==> src/rtl/cnn_pkg.sv <==
// rtl/cnn_pkg.sv - shared constants and types for the CNN frame feeder
package cnn_pkg;

  localparam int IMG_SIZE = 1024;
  localparam int PIX_W    = 8;

  typedef enum logic [1:0] {
    FS_IDLE     = 2'd0,
    FS_START    = 2'd1,
    FS_STREAM   = 2'd2,
    FS_WAIT_RES = 2'd3
  } feeder_state_e;

  typedef struct packed {
    logic             cls;
    logic [PIX_W-1:0] conf;
  } cnn_result_t;

  // Counter width able to hold max_val, never narrower than one bit
  function automatic int cnt_w(input int max_val);
    if (max_val < 1) return 1;
    return $clog2(max_val + 1);
  endfunction

endpackage

==> src/rtl/cnn_pace_ctr.sv <==
// rtl/cnn_pace_ctr.sv - GAP pacing counter and src_ready generation
module cnn_pace_ctr #(
  parameter int GAP = 0
) (
  input  logic clk,
  input  logic rst,
  input  logic clear_i,
  input  logic active_i,
  input  logic hs_i,
  output logic ready_o
);
  import cnn_pkg::*;

  localparam int GW = cnt_w(GAP);

  logic [GW-1:0] gap_q, gap_d;

  always_comb begin
    gap_d = gap_q;
    if (clear_i) begin
      gap_d = '0;
    end else if (hs_i) begin
      gap_d = GW'(GAP);
    end else if (gap_q != '0) begin
      gap_d = gap_q - GW'(1);
    end
  end

  always_ff @(posedge clk or posedge rst) begin
    if (rst) gap_q <= '0;
    else     gap_q <= gap_d;
  end

  // Depends only on state and gap count, never on src_valid
  assign ready_o = active_i && (gap_q == '0);

endmodule

==> src/rtl/cnn_frame_feeder.sv <==
// rtl/cnn_frame_feeder.sv - frames an upstream pixel stream for the CNN engine
module cnn_frame_feeder #(
  parameter int IMG_SIZE = cnn_pkg::IMG_SIZE,
  parameter int GAP      = 0,
  parameter int TIMEOUT  = 4095
) (
  input  logic                      clk,
  input  logic                      rst,
  input  logic                      start,
  input  logic                      abort,
  input  logic                      src_valid,
  input  logic [cnn_pkg::PIX_W-1:0] src_data,
  output logic                      src_ready,
  output logic [cnn_pkg::PIX_W-1:0] pixel_out,
  output logic                      pixel_valid,
  output logic                      frame_start,
  input  logic                      cnn_busy,
  input  logic                      cnn_ready,
  input  logic                      cnn_class,
  input  logic [cnn_pkg::PIX_W-1:0] cnn_conf,
  output logic                      result_valid,
  output logic                      result_class,
  output logic [cnn_pkg::PIX_W-1:0] result_conf,
  output logic                      feeder_busy,
  output logic                      timeout_err,
  output logic [15:0]               frame_count
);
  import cnn_pkg::*;

  localparam int PW = cnt_w(IMG_SIZE);
  localparam int TW = cnt_w(TIMEOUT);

  localparam logic [1:0] IDLE     = FS_IDLE;
  localparam logic [1:0] START    = FS_START;
  localparam logic [1:0] STREAM   = FS_STREAM;
  localparam logic [1:0] WAIT_RES = FS_WAIT_RES;

  logic [1:0]       state_q, state_d;
  logic [PW-1:0]    pix_cnt_q, pix_cnt_d;
  logic [TW-1:0]    to_cnt_q, to_cnt_d;
  logic             pv_q, pv_d;
  logic [PIX_W-1:0] pix_out_q, pix_out_d;
  logic             rv_q, rv_d;
  cnn_result_t      res_q, res_d;
  logic             terr_q, terr_d;
  logic [15:0]      fc_q, fc_d;

  logic pace_ready;
  logic hs;
  logic last_beat;

  cnn_pace_ctr #(
    .GAP(GAP)
  ) u_pace (
    .clk      (clk),
    .rst      (rst),
    .clear_i  (state_q == START),
    .active_i (state_q == STREAM),
    .hs_i     (hs),
    .ready_o  (pace_ready)
  );

  assign hs        = src_valid && pace_ready;
  assign last_beat = (pix_cnt_q == PW'(IMG_SIZE - 1));

  always_comb begin
    state_d   = state_q;
    pix_cnt_d = pix_cnt_q;
    to_cnt_d  = to_cnt_q;
    pv_d      = 1'b0;
    pix_out_d = pix_out_q;
    rv_d      = 1'b0;
    res_d     = res_q;
    terr_d    = terr_q;
    fc_d      = fc_q;
    if (abort) begin
      state_d = IDLE;
    end else begin
      case (state_q)
        IDLE: begin
          if (start && !cnn_busy) begin
            state_d = START;
            terr_d  = 1'b0;
          end
        end
        START: begin
          pix_cnt_d = '0;
          state_d   = STREAM;
        end
        STREAM: begin
          if (hs) begin
            pv_d      = 1'b1;
            pix_out_d = src_data;
            pix_cnt_d = pix_cnt_q + PW'(1);
            if (last_beat) begin
              state_d  = WAIT_RES;
              // to_cnt counts WAIT_RES cycles including the current one
              to_cnt_d = TW'(1);
            end
          end
        end
        WAIT_RES: begin
          to_cnt_d = to_cnt_q + TW'(1);
          if (cnn_ready) begin
            res_d.cls  = cnn_class;
            res_d.conf = cnn_conf;
            rv_d       = 1'b1;
            fc_d       = fc_q + 16'd1;
            state_d    = IDLE;
          end else if (to_cnt_q == TW'(TIMEOUT)) begin
            terr_d  = 1'b1;
            state_d = IDLE;
          end
        end
        default: state_d = IDLE;
      endcase
    end
  end

  always_ff @(posedge clk or posedge rst) begin
    if (rst) begin
      state_q   <= IDLE;
      pix_cnt_q <= '0;
      to_cnt_q  <= '0;
      pv_q      <= 1'b0;
      pix_out_q <= '0;
      rv_q      <= 1'b0;
      res_q     <= '0;
      terr_q    <= 1'b0;
      fc_q      <= '0;
    end else begin
      state_q   <= state_d;
      pix_cnt_q <= pix_cnt_d;
      to_cnt_q  <= to_cnt_d;
      pv_q      <= pv_d;
      pix_out_q <= pix_out_d;
      rv_q      <= rv_d;
      res_q     <= res_d;
      terr_q    <= terr_d;
      fc_q      <= fc_d;
    end
  end

  assign src_ready    = pace_ready;
  assign pixel_out    = pix_out_q;
  assign pixel_valid  = pv_q && !abort;
  assign frame_start  = (state_q == START) && !abort;
  assign result_valid = rv_q;
  assign result_class = res_q.cls;
  assign result_conf  = res_q.conf;
  assign feeder_busy  = (state_q != IDLE);
  assign timeout_err  = terr_q;
  assign frame_count  = fc_q;

endmodule
==> config.mk <==
export PLATFORM = sky130hd
export DESIGN_NAME = cnn_frame_feeder
export DESIGN_NICKNAME = d
export VERILOG_FILES = /design/src/rtl/cnn_pkg.sv /design/src/rtl/cnn_pace_ctr.sv /design/src/rtl/cnn_frame_feeder.sv
export SDC_FILE = /design/constraint.sdc
export NUM_CORES = 1
export LEC_CHECK = 0
export CAP_MARGIN = 15
export CORE_MARGIN = 2
export CORE_UTILIZATION = 30
export DETAILED_ROUTE_END_ITERATION = 10
export GPL_ROUTABILITY_DRIVEN = 0
export HOLD_SLACK_MARGIN = 0.02
export SYNTH_ARGS = -nofsm -noshare
export SYNTH_HDL_FRONTEND = slang
export SYNTH_HIERARCHICAL = 1
export SYNTH_SLANG_ARGS = --single-unit
==> constraint.sdc <==
create_clock -name clk -period 2.5 [get_ports clk]
set_input_delay 0.5 -clock clk [delete_from_list [all_inputs] [get_ports clk]]
set_output_delay 0.5 -clock clk [all_outputs]
set_load 0.005 [all_outputs]
# Word-level counts from Yosys, hierarchy flattened
# Index checks and enable logic that the tools add are counted.
# W data, S select, Z words.
# classes
mux	25
n_eq_ne	14
bitwise	2
n_reduce_logical	18
addsub	4
# op_table
op	count
$mux W12	2
$pmux W12 S2	1
$pmux W11 S2	1
$add A16 B1 Y16 const B	1
$add A12 B1 Y12 const B	1
$eq A12 B12 Y1 const B	1
$mux W1	12
$mux W2	6
$add A11 B1 Y11 const B	1
$eq A11 B10 Y1 const B	1
$mux W11	1
$ne A2 B2 Y1 const B	5
$ne A3 B3 Y1 const B	3
$reduce_and A3 Y1	3
$pmux W2 S4	1
$reduce_and A4 Y1	2
$reduce_bool A2 Y1	4
$logic_and A1 B1 Y1	5
$reduce_and A5 Y1	1
$eq A2 B2 Y1 const B	2
$ne A4 B4 Y1 const B	1
$eq A2 B1 Y1 const B	1
$logic_not A1 Y1	2
$logic_not A2 Y1	1
other kinds (3)	4
# totals
output_inout_bits	39
register_bits	62
wordCells	74
input_bits	24

# Logic depth before layout (Yosys ltp)
# depth
depth_word	6
ltp_mapped	9
ltp_nobuf	6

# By module
# The synthesis kept the hierarchy.
# by_module_without_submodules
module	cells_per_inst	area_each_um2	seq_area_each_um2	instances
cnn_frame_feeder	293	3052.9	1526.5	1
cnn_pace_ctr	1	7.5	0.0	1

# Worst setup path after synthesis
# OpenSTA, ideal clock, no wires.
# synth_timing
path_kind	register to register
from	reg state_q[0]
to	reg to_cnt_q[11]
t_arrival_ns	2.023
path_slack_ns	0.345
n_path_buf	3
synth_period_minus_slack_ns	2.155
setup_time_ns	0.131
stages_incl_launch_ff	10
t_required_ns	2.369
path_cell_list	dfrtp_1 -> inv_1 -> ha_1 -> buf_4 -> nand4b_1 -> clkbuf_1 -> or4_1 -> clkbuf_1 -> nand2b_1 -> mux2i_1
# synth_via
elab_chain_cells	5
elab_cells_between_ends	9
cone_classes	eq/ne: 4; mux: 1; reduce/logical: 4
# synth_lines
element	line_no	text
start, declared	cnn_frame_feeder.sv:38	logic [1:0] state_q, state_d;
start signal, assigned	cnn_frame_feeder.sv:132	state_q <= state_d;
$eq A2 B2 Y1	cnn_frame_feeder.sv:58	.active_i (state_q == STREAM),
$logic_and A1 B1 Y1	cnn_pace_ctr.sv:35	assign ready_o = active_i && (gap_q == '0);
named net src_ready	cnn_frame_feeder.sv:13	output logic src_ready,
$logic_and A1 B1 Y1	cnn_frame_feeder.sv:63	assign hs = src_valid && pace_ready;
$ne A2 B2 Y1 (no line)	--	
$reduce_and A4 Y1 (no line)	--	
end signal, assigned	cnn_frame_feeder.sv:134	to_cnt_q <= to_cnt_d;
end, declared	cnn_frame_feeder.sv:40	logic [TW-1:0] to_cnt_q, to_cnt_d;
# The timed path passes the listed nets, and every way through them passes these cells.
# A chain may end at the register's enable or synchronous reset.

# Final worst setup path
# layout_timing
from	reg state_q[0]
to	reg to_cnt_q[11]
# layout_via
elab_chain_cells	5
elab_cells_between_ends	9
cone_classes	eq/ne: 4; mux: 1; reduce/logical: 4
# layout_lines
element	line_no
$eq A2 B2 Y1	cnn_frame_feeder.sv:58, cnn_frame_feeder.sv:79
$logic_and A1 B1 Y1	cnn_pace_ctr.sv:35
$logic_and A1 B1 Y1	cnn_frame_feeder.sv:63
$ne A2 B2 Y1 (no line)	--
$reduce_and A4 Y1 (no line)	--
# Parallel ways exist; a longest one is shown, timed or not.

==> flow_metrics.py <==
metrics = {
    "run_status": {
        "result_of_the_run": "finished, final reports clean",
    },
    "drt": {
        "wl_per_cell_um": 13.23,
        "drt-pass1-iter-count": 4,
        "routed_wl_mm": 6.642,
        "drt-vias-per-instance": 4.703,
        "routed-via-count": 2361,
        "ant_nets": 0,
        "detail_route.iter0.violations": 87,
        "post-route-drc-count": 0,
    },
    "cells_and_area": {
        "fillers": 979,
        "nNetsFinal": 396,
        "final_layout_size_suffix_gt1_share_pct": 13.01,
        "antenna-diode-count": 0,
        "area_growth_pct": 34.42,
        "finalCoreUtilization_pct": 41.85,
    },
    "clock_network": {
        "worst_skew_pair_latency_ns": 0.34,
        "clock_sinks": 61,
        "ctsRootBufferMaster": "sky130_fd_sc_hd__clkbuf_8",
        "htree_levels": 3,
        "postCtsSetupBuffers": 0,
        "clk_pin_slew_worst_paths_ns": 0.07,
        "cts-root-to-sink-buffers": 2,
        "cts_resized": 0,
        "cts_tree": "built",
        "cts_made_buffers": 9,
        "postCtsHoldBufs": 0,
    },
    "die": {
        "num_io_pins": 63,
        "floorplan.initialDensity_pct": 31.13,
        "dieHeight_um": 104.9,
        "die_area_um2": 11010,
        "placeable_core_region_um2": 9819,
        "die_w_um": 104.9,
        "fp-row-count": 36,
    },
    "worst_setup_path": {
        "cp.arrival_ns": 2.59,
        "delay_of_the_slowest_cell_on_the_worst_path_ns": 0.64,
        "critPathTopFamily": "simple AND/OR/NAND/NOR gates",
        "crit_path_start_kind": "flip-flop",
        "critical_path_s_slowest_cell": "sky130_fd_sc_hd__or4_4",
        "crit_buf_inv": 1,
        "critPathMaxFanout": 13,
        "reg2reg_from": "state_q[0]$_DFFE_PP0P_",
        "worst_path_required_time_ns": 2.75,
        "regToRegSetupSlack_ns": 0.17,
        "setup.worst_path.start": "state_q[0]$_DFFE_PP0P_",
        "critical_path.cell_chain": "inv_1 > ha_1 > nand4b_1 > or4_4 > a2111oi_4 > mux2i_1",
        "critPathCaptureType": "flip-flop",
        "path_class": "flip-flop to flip-flop",
    },
    "sta": {
        "maxClockFrequency_mhz": 428.4,
        "setup_viol": 0,
        "timing.final.crit_share_pct": 93.37,
        "finalClockSkew_ns": 0.006989,
        "report.final.slew_viol_count": 0,
        "fin_tns_setup_ns": 0,
        "tightestPinTransition_ns": 0.7262,
        "unrepaired_setup_endpoints_after_global_routing": "false",
        "timing.slew.headroom_pct": 50.97,
        "fin_crit_ns": 2.334,
        "hold-worst-slack_ns": 0.4650,
        "final_hold_violation_count": 0,
    },
    "global_routing": {
        "number_of_antenna_violations_at_the_first_check_in_global_routing": 0,
        "grt_pass1_wl_mm": 11.10,
        "grt_start_max_net_pins": 62,
        "overflow": 0,
        "vias_in_the_first_global_route": 2228,
        "track_usage_pct": 12.61,
    },
    "worst_hold_path": {
        "min-delay-start": "frame_count[15]$_DFFE_PP0P_",
        "hold_class": "flip-flop to flip-flop",
    },
    "power_and_ir_drop": {
        "cellLeakagePower_uw": 0.001753,
        "power.total_uw": 3101,
        "vdd_ir_drop_max_v": 0.0003734,
        "power_density_relative_to_cell_area_nw_per_um2": 754.7,
    },
    "flow_run": {
        "drv.max_cap_violation_count": 0,
    },
    "place": {
        "port_buffers": 62,
        "place_hpwl_mm": 4.719,
    },
    "synthesis": {
        "synthCells": 293,
        "post_synthesis_cell_area_um2": 3057,
        "yosysWarnings": 6,
        "postSynthAreaPerCell_um2": 10.43,
        "mappedNetlistNets": 324,
    },
}
-- path summary, 6_finish.rpt --
path / to / cells after the start
min reg2reg: frame_count[15]$_DFFE_PP0P_ / 1
max reg2reg: to_cnt_q[11]$_DFFE_PP0P_ / 6
max: to_cnt_q[11]$_DFFE_PP0P_ / 6
min in group asynchronous: pixel_out[6]$_DFFE_PP0P_ / 3
max in group asynchronous: to_cnt_q[5]$_DFFE_PP0P_ / 3
min: frame_count[15]$_DFFE_PP0P_ / 1
-- metal layers --
layer,up-vias,share of wire [%],track usage [%]
li1,1172,-,-
met1,1132,47,15.95
met2,51,46,19.39
met3,6,5.9,5.053
met4,0,1.2,4.667
met5,-,0,0
-- report_power, final --
| group | internal, uW | switching [uW] | leakage [uW] |
|---|---|---|---|
| registers | 1150 | 134 | 0.000809 |
| logic | 476 | 324 | 0.000830 |
| clock network | 638 | 378 | 0.000115 |
-- state kept, by name, indices dropped and copies added, names as in the netlist --
| name | count |
|---|---|
| frame_count | 16 |
| result_valid | 1 |
| pixel_out | 8 |
| result_class | 1 |
| result_conf | 8 |
| to_cnt_q | 12 |
| state_q | 2 |
| pv_q | 1 |
| timeout_err | 1 |
| pix_cnt_q | 11 |
-- area by class of cell --
| cell class | count | area (um2) | area share [%] |
|---|---|---|---|
| well taps | 133 | 166.4 | 4.050 |
| repair buffers | 72 | 708.2 | 17.24 |
| inverters | 13 | 48.80 | 1.188 |
| multi-input cells | 208 | 1426 | 34.71 |
| clock inverters | 3 | 67.56 | 1.644 |
| flip-flops and latches | 61 | 1526 | 37.15 |
| clock buffers | 12 | 165.2 | 4.019 |
-- cells in the final DEF, fill, tap and decap left out, drive strengths merged, types with 3 or more instances in the layout --
master,instances
and2,4
nand2,45
nor2,11
ha,7
nand3b,4
xnor2,14
xor2,5
or2,3
o211ai,3
o21ai,8
nand2b,7
or3,4
a21oi,8
buf,10
mux2i,9
dfrtp,61
clkbuf,12
nand4,14
inv,13
nand4b,3
nor4,5
nor2b,4
nand3,14
clkdlybuf4s50,62
mux2,10
-- through the flow --
stage | std cells | area (um2) | setup slack, ns
after floorplan | 293 | 3057 | 0.3451
after global placement | 487 | 3876 | 0.03945
after detailed placement | 487 | 3876 | 0.02490
after CTS | 502 | 4109 | 0.1590
after global routing | 502 | 4109 | 0.03049
final | 502 | 4109 | 0.1658
(Power assumes the default switching activity.)
